File: src/rtl/fifo_wr_arb_pkg.sv
`default_nettype none
// +------------------------------------------------------------------------+
// | Module   : fifo_wr_arb_pkg                                             |
// | Purpose  : Shared types and default constants for the FIFO write       |
// |            arbiter: arbiter state encoding and default FIFO geometry.  |
// | Revision : 1.0 - initial release                                       |
// +------------------------------------------------------------------------+
package fifo_wr_arb_pkg;

   localparam int c_default_data_w = 8;
   localparam int c_default_depth  = 64;
   localparam int c_stat_w         = 16;
   localparam int c_beat_w         = 8;    // holds beat counts up to 255

   typedef enum logic [0:0] {
      ST_IDLE  = 1'b0,
      ST_BURST = 1'b1
   } arb_state_t;

endpackage : fifo_wr_arb_pkg
`default_nettype wire

File: src/rtl/rr_picker.sv
`default_nettype none
// +------------------------------------------------------------------------+
// | Module   : rr_picker                                                   |
// | Purpose  : Combinational round-robin selector. Picks the first set bit |
// |            of req starting at rr_ptr and wrapping modulo NUM_REQ.      |
// | Ports    : req    - request vector                                     |
// |            rr_ptr - index with highest priority this cycle             |
// |            gnt    - one-hot selection (all zero when no request)       |
// |            idx    - binary index of the selection                      |
// |            valid  - at least one request present                       |
// | Revision : 1.0 - initial release                                       |
// +------------------------------------------------------------------------+
module rr_picker
   import fifo_wr_arb_pkg::*;
#(
   parameter int NUM_REQ = 4,
   parameter int IDX_W   = $clog2(NUM_REQ)
) (
   input  logic [NUM_REQ-1:0] req,
   input  logic [IDX_W-1:0]   rr_ptr,
   output logic [NUM_REQ-1:0] gnt,
   output logic [IDX_W-1:0]   idx,
   output logic               valid
);

   int w_pos;

   always_comb begin
      gnt   = '0;
      idx   = '0;
      valid = 1'b0;
      w_pos = 0;
      for (int k = 0; k < NUM_REQ; k++) begin
         // rr_ptr is always below NUM_REQ, so one subtraction wraps it.
         w_pos = int'(rr_ptr) + k;
         if (w_pos >= NUM_REQ) begin
            w_pos = w_pos - NUM_REQ;
         end
         if (!valid && req[w_pos]) begin
            valid      = 1'b1;
            gnt[w_pos] = 1'b1;
            idx        = IDX_W'(w_pos);
         end
      end
   end

endmodule : rr_picker
`default_nettype wire

File: src/rtl/fifo_wr_arbiter.sv
`default_nettype none
// +------------------------------------------------------------------------+
// | Module   : fifo_wr_arbiter                                             |
// | Purpose  : Round-robin, burst-capable arbiter sharing one FIFO write   |
// |            port among NUM_REQ requesters. Throttles on FIFO occupancy  |
// |            so no write is ever issued into a full buffer.              |
// | Ports    : clk, rst (sync, active-high)                                |
// |            req/req_data/req_last - per-requester write interface       |
// |            gnt        - one-hot combinational beat accept              |
// |            fifo_wr_en/fifo_din   - registered FIFO write port          |
// |            fifo_full/fifo_count  - FIFO status                         |
// |            busy       - registered, high while a burst is open         |
// |            owner      - registered index of current/last owner         |
// |            stat_beats - per-requester accepted-beat counters           |
// |                         (only with FIFO_WR_ARB_STATS_EN defined)       |
// | Options  : FIFO_WR_ARB_STATS_EN enables the stat_beats counters.       |
// | Revision : 1.0 - initial release                                       |
// +------------------------------------------------------------------------+
module fifo_wr_arbiter
   import fifo_wr_arb_pkg::*;
#(
   parameter int NUM_REQ   = 4,
   parameter int DATA_W    = c_default_data_w,
   parameter int DEPTH     = c_default_depth,
   parameter int CNT_W     = 8,
   parameter int MAX_BURST = 8
) (
   input  logic                        clk,
   input  logic                        rst,
   input  logic [NUM_REQ-1:0]          req,
   input  logic [NUM_REQ*DATA_W-1:0]   req_data,
   input  logic [NUM_REQ-1:0]          req_last,
   output logic [NUM_REQ-1:0]          gnt,
   output logic                        fifo_wr_en,
   output logic [DATA_W-1:0]           fifo_din,
   input  logic                        fifo_full,
   input  logic [CNT_W-1:0]            fifo_count,
   output logic                        busy,
   output logic [$clog2(NUM_REQ)-1:0]  owner
`ifdef FIFO_WR_ARB_STATS_EN
   ,
   output logic [NUM_REQ*c_stat_w-1:0] stat_beats
`endif
);

   localparam int              c_idx_w     = $clog2(NUM_REQ);
   localparam logic [CNT_W:0]  c_depth_ext = (CNT_W+1)'(DEPTH);
   localparam logic [c_beat_w:0] c_max_burst = (c_beat_w+1)'(MAX_BURST);

   arb_state_t                r_state;
   arb_state_t                w_next_state;
   logic [c_idx_w-1:0]        r_rr_ptr;
   logic [c_idx_w-1:0]        r_owner;
   logic [c_beat_w-1:0]       r_beat_cnt;
   logic                      r_hold;
   logic                      r_fifo_wr_en;
   logic [DATA_W-1:0]         r_fifo_din;
   logic                      r_busy;

   logic [NUM_REQ-1:0]        w_pick_gnt;
   logic [c_idx_w-1:0]        w_pick_idx;
   logic                      w_pick_valid;
   logic [NUM_REQ-1:0]        w_gnt;
   logic [c_idx_w-1:0]        w_sel_idx;
   logic [DATA_W-1:0]         w_sel_data;
   logic                      w_accept;
   logic                      w_end_burst;
   logic                      w_space_ok;
   logic [c_beat_w:0]         w_beat_next;
   logic                      w_burst_cap;

   rr_picker #(
      .NUM_REQ (NUM_REQ),
      .IDX_W   (c_idx_w)
   ) u_rr_picker (
      .req    (req),
      .rr_ptr (r_rr_ptr),
      .gnt    (w_pick_gnt),
      .idx    (w_pick_idx),
      .valid  (w_pick_valid)
   );

   // fifo_count lags our own write by one cycle, so the registered write
   // still in flight is added before comparing against capacity.
   assign w_space_ok = !fifo_full &&
                       (({1'b0, fifo_count} + {{CNT_W{1'b0}}, r_fifo_wr_en}) < c_depth_ext);

   assign w_beat_next = {1'b0, r_beat_cnt} + {{c_beat_w{1'b0}}, 1'b1};
   assign w_burst_cap = (w_beat_next >= c_max_burst);

   always_comb begin
      w_sel_data = '0;
      for (int i = 0; i < NUM_REQ; i++) begin
         if (w_sel_idx == c_idx_w'(i)) begin
            w_sel_data = req_data[i*DATA_W +: DATA_W];
         end
      end
   end

   // r_hold forces the single idle cycle that follows every burst end,
   // including single-beat bursts that never leave IDLE.
   always_comb begin
      w_next_state = r_state;
      w_gnt        = '0;
      w_accept     = 1'b0;
      w_end_burst  = 1'b0;
      w_sel_idx    = r_owner;
      if (!rst) begin
         case (r_state)
            ST_IDLE: begin
               if (!r_hold && w_pick_valid && w_space_ok) begin
                  w_gnt     = w_pick_gnt;
                  w_accept  = 1'b1;
                  w_sel_idx = w_pick_idx;
                  if (req_last[w_pick_idx] || (MAX_BURST == 1)) begin
                     w_end_burst = 1'b1;
                  end else begin
                     w_next_state = ST_BURST;
                  end
               end
            end
            ST_BURST: begin
               if (req[r_owner]) begin
                  if (w_space_ok) begin
                     w_gnt[r_owner] = 1'b1;
                     w_accept       = 1'b1;
                     if (req_last[r_owner] || w_burst_cap) begin
                        w_end_burst  = 1'b1;
                        w_next_state = ST_IDLE;
                     end
                  end
               end else begin
                  // Owner released without a last beat: close with no write.
                  w_end_burst  = 1'b1;
                  w_next_state = ST_IDLE;
               end
            end
            default: w_next_state = ST_IDLE;
         endcase
      end
   end

   always_ff @(posedge clk) begin
      if (rst) begin
         r_state      <= ST_IDLE;
         r_rr_ptr     <= '0;
         r_owner      <= '0;
         r_beat_cnt   <= '0;
         r_hold       <= 1'b0;
         r_fifo_wr_en <= 1'b0;
         r_fifo_din   <= '0;
         r_busy       <= 1'b0;
      end else begin
         r_state      <= w_next_state;
         r_busy       <= (w_next_state == ST_BURST);
         r_hold       <= w_end_burst;
         r_fifo_wr_en <= w_accept;
         if (w_accept) begin
            r_fifo_din <= w_sel_data;
            r_owner    <= w_sel_idx;
            r_beat_cnt <= (r_state == ST_IDLE) ? c_beat_w'(1) : w_beat_next[c_beat_w-1:0];
         end
         if (w_end_burst) begin
            r_rr_ptr <= (w_sel_idx == c_idx_w'(NUM_REQ-1)) ? '0 : w_sel_idx + 1'b1;
         end
      end
   end

   assign gnt        = w_gnt;
   assign fifo_wr_en = r_fifo_wr_en;
   assign fifo_din   = r_fifo_din;
   assign busy       = r_busy;
   assign owner      = r_owner;

`ifdef FIFO_WR_ARB_STATS_EN
   generate
      for (genvar gi = 0; gi < NUM_REQ; gi++) begin : g_stats
         logic [c_stat_w-1:0] r_cnt;
         always_ff @(posedge clk) begin
            if (rst) begin
               r_cnt <= '0;
            end else if (w_accept && (w_sel_idx == c_idx_w'(gi)) && (r_cnt != {c_stat_w{1'b1}})) begin
               r_cnt <= r_cnt + 1'b1;
            end
         end
         assign stat_beats[gi*c_stat_w +: c_stat_w] = r_cnt;
      end
   endgenerate
`endif

endmodule : fifo_wr_arbiter
`default_nettype wire

File: config.mk
export PLATFORM = sky130hd
export DESIGN_NAME = fifo_wr_arbiter
export DESIGN_NICKNAME = d
export VERILOG_FILES = /design/src/rtl/fifo_wr_arb_pkg.sv /design/src/rtl/rr_picker.sv /design/src/rtl/fifo_wr_arbiter.sv
export SDC_FILE = /design/constraint.sdc
export NUM_CORES = 1
export LEC_CHECK = 0
export ABC_CLOCK_PERIOD_IN_PS = 9700
export BUFFER_PORTS_ARGS = -buffer_cell sky130_fd_sc_hd__clkbuf_2
export CORE_MARGIN = 4
export CORE_UTILIZATION = 35
export DETAILED_ROUTE_END_ITERATION = 10
export PLACE_DENSITY_LB_ADDON = 0.3
export SYNTH_ARGS = -nofsm -noshare
export SYNTH_HDL_FRONTEND = slang
export SYNTH_SLANG_ARGS = --single-unit
export TNS_END_PERCENT = 10
File: constraint.sdc
create_clock -name clk -period 9.7 [get_ports clk]
set_clock_uncertainty 0.1 [all_clocks]
set_input_delay 0 -clock clk [delete_from_list [all_inputs] [get_ports clk]]
set_output_delay 0 -clock clk [all_outputs]
set_load 0.01 [all_outputs]
Word-level counts from Yosys, hierarchy flattened. Cells that the tools add are included.

Register bits: 23. Output and inout port bits: 16. Logic and storage cells: 135.

$add $sub $neg: 10. Order comparisons: 17. Equal/unequal tests: 3. Mux-type cells: 76. Bitwise logic cells: 4. Reductions and logical operators: 18.

Operators with widths (count): >= comparator 32 x 1 -> 1 bit, second input constant (4); less-than comparator 32 x 4 -> 1 bit, second input constant (4); 2-to-1 mux 32 bit (4); >= comparator 32 x 4 -> 1 bit, second input constant (3); subtractor 32 x 4 -> 32 bit, second input constant (3); 2-to-1 mux 8 bit (5); 2-to-1 mux 1 bit (35); 2-to-1 mux 4 bit (8); 2-to-1 mux 2 bit (8); binary-select mux 1 bit (select 2 bit) (7); OR 4 bit (3); logical AND 1 bit (11); demux 1 bit (select 2 bit) (5); adder 8 x 1 -> 9 bit (1); adder 8 x 1 -> 9 bit, second input constant (1); >= comparator 9 x 4 -> 1 bit, second input constant (1); less-than comparator 9 x 7 -> 1 bit, second input constant (1); one-hot mux 4 bit (2 select lines) (1); adder 2 x 2 -> 3 bit, second input constant (2); less-than comparator 2 x 3 -> 1 bit, second input constant (2); one-hot mux 1 bit (2 select lines) (3); zero test 1 bit (5); equality test 2 bit, second input constant (2); subtractor 2 x 3 -> 4 bit, second input constant (1); 8 further kinds (8).

Depth between registers and ports, before layout.
Word-level depth: 25. Gate-level depth with buffers: 19. Mapped depth without buffers: 17.

Modules after synthesis. From an unflattened synthesis, not the netlist that was laid out.

Cell total of the unflattened synthesis: 233. Area, all modules: 1991.9 um^2.

By module, submodules not included: fifo_wr_arbiter (times used 1, cells an instance 185, area an instance 1531.5 um^2, sequential area each 460.4 um^2); rr_picker (times used 1, cells an instance 48, area an instance 460.4 um^2, sequential area each 0.0 um^2).

Worst setup path before layout. No wires, ideal clock.

Path type: reg2reg. Start point: reg r_rr_ptr[1]. End point: reg r_fifo_din[7], in the netlist fifo_din[7]. Library setup time: 0.086 ns. Arrival time: 3.819 ns. Path slack: 5.696 ns. Cell stages (with the launch flop): 20. Path buffers: 3. Clock period less this slack: 4.004 ns. Cells stage by stage: dfxtp_1 > clkbuf_1 > inv_1 > ha_1 > mux4_2 > nor4_4 > nor4_2 > nor2b_4 > mux2i_4 > inv_2 > ha_1 > clkbuf_1 > nor2b_1 > clkbuf_1 > a22oi_1 > nor2_1 > a21oi_1 > nor2_1 > a21oi_1 > a211oi_1.

Word-level cells in the longest chain between the ends: 25. Elaborated cells between the ends (all ways): 57. Classes of those cells: add/sub: 7; order compare: 4; eq/ne: 3; mux: 34; reduce/logical: 9.

RTL lines: start, declared (RTL line fifo_wr_arbiter.sv:52) `logic [c_idx_w-1:0] r_rr_ptr;`; start signal, assigned (RTL line fifo_wr_arbiter.sv:164) `r_rr_ptr <= (w_sel_idx == c_idx_w'(NUM_REQ-1)) ? '0 : w_sel_idx + 1'b1;`; branches (longest 17 deep; another with subtractor 32 x 4 -> 32 bit); 2-to-1 mux 2 bit (*) (RTL line fifo_wr_arbiter.sv:111) `if (!r_hold && w_pick_valid && w_space_ok) begin`; 2-to-1 mux 2 bit (*) (RTL line fifo_wr_arbiter.sv:109) `case (r_state)`; 2-to-1 mux 2 bit (*) (RTL line fifo_wr_arbiter.sv:108) `if (!rst) begin`; named net w_sel_idx[0] (RTL line fifo_wr_arbiter.sv:64) `logic [c_idx_w-1:0] w_sel_idx;`; zero test 2 bit (RTL line fifo_wr_arbiter.sv:94) `if (w_sel_idx == c_idx_w'(i)) begin`; 2-to-1 mux 8 bit (3 in series) (RTL line fifo_wr_arbiter.sv:94); 2-to-1 mux 8 bit (*) (RTL line fifo_wr_arbiter.sv:94); end signal, assigned (RTL line fifo_wr_arbiter.sv:159) `r_fifo_din <= w_sel_data;`; end, declared (RTL line fifo_wr_arbiter.sv:57) `logic [DATA_W-1:0] r_fifo_din;`.

Mark *: on every way through the listed nets, which the timed path passes. The select of a mux whose other input is x is not followed. A chain may end at the register's enable or synchronous reset.

Worst setup path after layout.
Start point: reg r_rr_ptr[0]. End point: reg r_fifo_din[2], in the netlist fifo_din[2].

The elaborated chain is that of the path after synthesis.

==> impl_metrics.yaml <==
outcome:
  status: "finished, final reports clean"
drt:
  wl_um: 4770
  dr.pass1.iters: 4
  wl_per_cell_um: 13.2
  route.met2.wl_um: 2220
  postRouteAntennaNets: 0
  routed.top_layer: "met4"
  drc: 0
  drtIter0Drc: 108
  vias: 1887
  m1WireLength_um: 2240
  avgViaCountPerCell: 5.23
  route.met3.wl_um: 295
worst_setup_path:
  startpoint: "r_rr_ptr[0]$_SDFFE_PP0P_"
  rr_startpoint: "r_rr_ptr[0]$_SDFFE_PP0P_"
  crit_type: "register to register"
  slowest_stage: "dfxtp_1"
  critPathTopFamily: "simple AND/OR/NAND/NOR gates"
  cp_slowest_stage_delay_ps: 690
  crit_path_start_kind: "register"
  endpoint_kind: "register"
  critPathBufInv: 2
  cp_max_fo: 14
  cp_data_arrival_time_ps: 4690
  crit_chain: "inv_1 -> ha_1 -> mux4_2 -> nor4_4 -> nor4_2 -> nor2b_4 -> mux2i_4 -> inv_2 -> ha_1 -> nor2b_1 -> a22oi_1 -> nor2_1 -> a21oi_1 -> nor2_1 -> a21oi_1 -> a211oi_1"
  crit_required_ps: 9770
yosys:
  synthMostInstantiatedCell: "nor2_1"
  async_flop_share_pct: 0
  netlist_top_cells_area: "dfxtp_1 25%, nor2_1 8.3%, mux4_2 7.5%"
  synth_area_per_cell_um2: 7.74
  ys_seq_area_share_pct: 25.4
  yosysTopAreaCellShare_pct: 25.4
  synth.largest_area_cell: "dfxtp_1"
  synth-edff-count: 0
  synthTopCellsByCount: "40 x nor2_1, 25 x a21oi_1, 23 x dfxtp_1, 14 x a211oi_1, 12 x a22oi_1"
  synth_nets: 294
  ys.warnings.count: 0
  yosys_most_used_dff: "dfxtp_1"
  synth.distinct_cells: 41
  synth_area_um2: 1810
  syn_inst: 234
  ys_seq_elements: 23
global_route:
  grt_usage_pct: 14.6
  grt_pass1_wl_um: 7760
  grt_pass1_vias: 1742
  grt-ovfl-total: 0
  grt_antenna_before_repair: 0
  grt_max_degree: 27
timing:
  postLayoutSetupSlackWorst_ps: 5080
  finalSetupViolCount: 0
  fmax_mhz: 217
  hold_viol: 0
  tightestPinTransition_ps: 848
  min_period_ps: 4620
  hold_slack_ps: 64.9
  maxSlewHeadroom_pct: 43.0
  grt_setup_unrepaired: "false"
  min_period_over_period_pct: 47.6
  slew_viol_final: 0
  setup_tns_ps: 0
clocking:
  clock_latency_ps: 260
  clock_sinks: 23
  clk_pin_slew_ps: 90
  cts_tree: "built"
  cts_made_buffers: 3
  clock-root-buffer: "clkbuf_8"
  cts_setup_buffers: 0
  cts_buffer_depth: 2
  htree_levels: 1
final_layout:
  area.growth.synth_to_final_pct: 25.0
  multi_input_comb_area_um2: 1230
  drive_above_1_share_pct: 27.9
  postLayoutCoreUtil_pct: 46.4
  diodes: 0
  nFillCells: 519
  nNetsFinal: 355
  seqCellArea_um2: 460
pwr:
  p_leak_nw: 0.938
  p_per_area_nw_per_um2: 105
  finalPower_mw: 0.238
  irDropWorstVdd_v: 0.0000753
hold_path:
  hold_start: "req_data[20]"
  hold_class: "primary input to register"
placement:
  place_congestion: 0.807
  portBuffers: 66
  dp_slack_ps: 5160
  place_hpwl_um: 3660
die:
  start_util_pct: 37.1
  io_pins: 67
  die_width_um: 79.9
  die_h_um: 79.9
  placementRows: 25
  die_area_um2: 6390
  core_um2: 4880
flow_run:
  cap_violations: 0
-- registers in the layout (all words and copies together) (netlist names) --
register    cells
fifo_din        8
r_rr_ptr        2
busy            1
owner           2
r_beat_cnt      8
r_hold          1
fifo_wr_en      1
-- metrics by stage --
step,instances,cell area [µm²]
2_1_floorplan,234,1810
3_3_place_gp,349,2140
3_5_place_dp,349,2140
4_1_cts,361,2260
5_1_grt,361,2260
6_report,361,2260
-- path summary, 6_finish.rpt --
kind | end | slack [ps] | cells after the start
worst min register to register | r_beat_cnt[7]$_SDFFE_PP0P_ | 390 | 2
worst min-delay path | fifo_din[4]$_SDFFE_PP0P_ | 60 | 5
worst max register to register | fifo_din[2]$_SDFFE_PP0P_ | 5080 | 16
worst max-delay path | fifo_din[2]$_SDFFE_PP0P_ | 5080 | 16
-- logic make-up after synthesis --
logic type	share of synthesized area (%)
adders and majority gates	6.22
xor gates and xnor gates	0.484
DFF	25.4
buffers and inverters	6.70
AOI/OAI and AO/OA	28.0
muxes	9.81
and+or+nand+nor	23.3
-- placed cells by master (no fill, tap or decap), drive strengths merged, types with 2 or more instances in the layout --
cell type,count
a211o,2
a211oi,14
a21oi,25
a221oi,4
a22oi,12
a31oi,2
and3,2
clkbuf,69
dfxtp,23
dlygate4sd3,8
ha,9
inv,9
mux2i,3
mux4,6
nand2,11
nand2b,2
nand3,6
nand4,3
nor2,40
nor2b,4
nor3,10
nor4,3
o211ai,2
o21ai,11
o22ai,3
or3,3
-- routing by layer --
metal,GRT usage [%],vias up
li1,-,988
met1,19.8,848
met2,24.7,49
met3,2.71,2
met4,1.52,0
met5,0,-
-- final cells by class --
cell class,instances,area share (%)
well taps,67,3.70
repair buffers,74,18.1
flip-flops and latches,23,20.3
clock inverters,1,0.221
clock buffers,3,1.82
inverters,9,1.49
multi-input cells,184,54.3
-- power by group --
group,total (mW),internal [mW],switching [mW]
Sequential,0.102,0.0973,0.00491
Clock,0.0600,0.0286,0.0314
Combinational,0.0756,0.0354,0.0402
Total,0.238,0.161,0.0765
-- worst reg2reg max path: stages (launching register included) --
cell and delay (ps):
dfxtp_1 690, inv_1 130, ha_1 410, mux4_2 490
nor4_4 70, nor4_2 520, nor2b_4 310, mux2i_4 290
inv_2 70, ha_1 290, nor2b_1 420, a22oi_1 130
nor2_1 120, a21oi_1 50, nor2_1 100, a21oi_1 50
a211oi_1 280
-- timing repair --
item	in CTS	in global routing
resized for setup	0	0
hold buffers	8	0
hold endpoints to repair	8	0
Note: power is estimated with default switching activity, not from simulation.
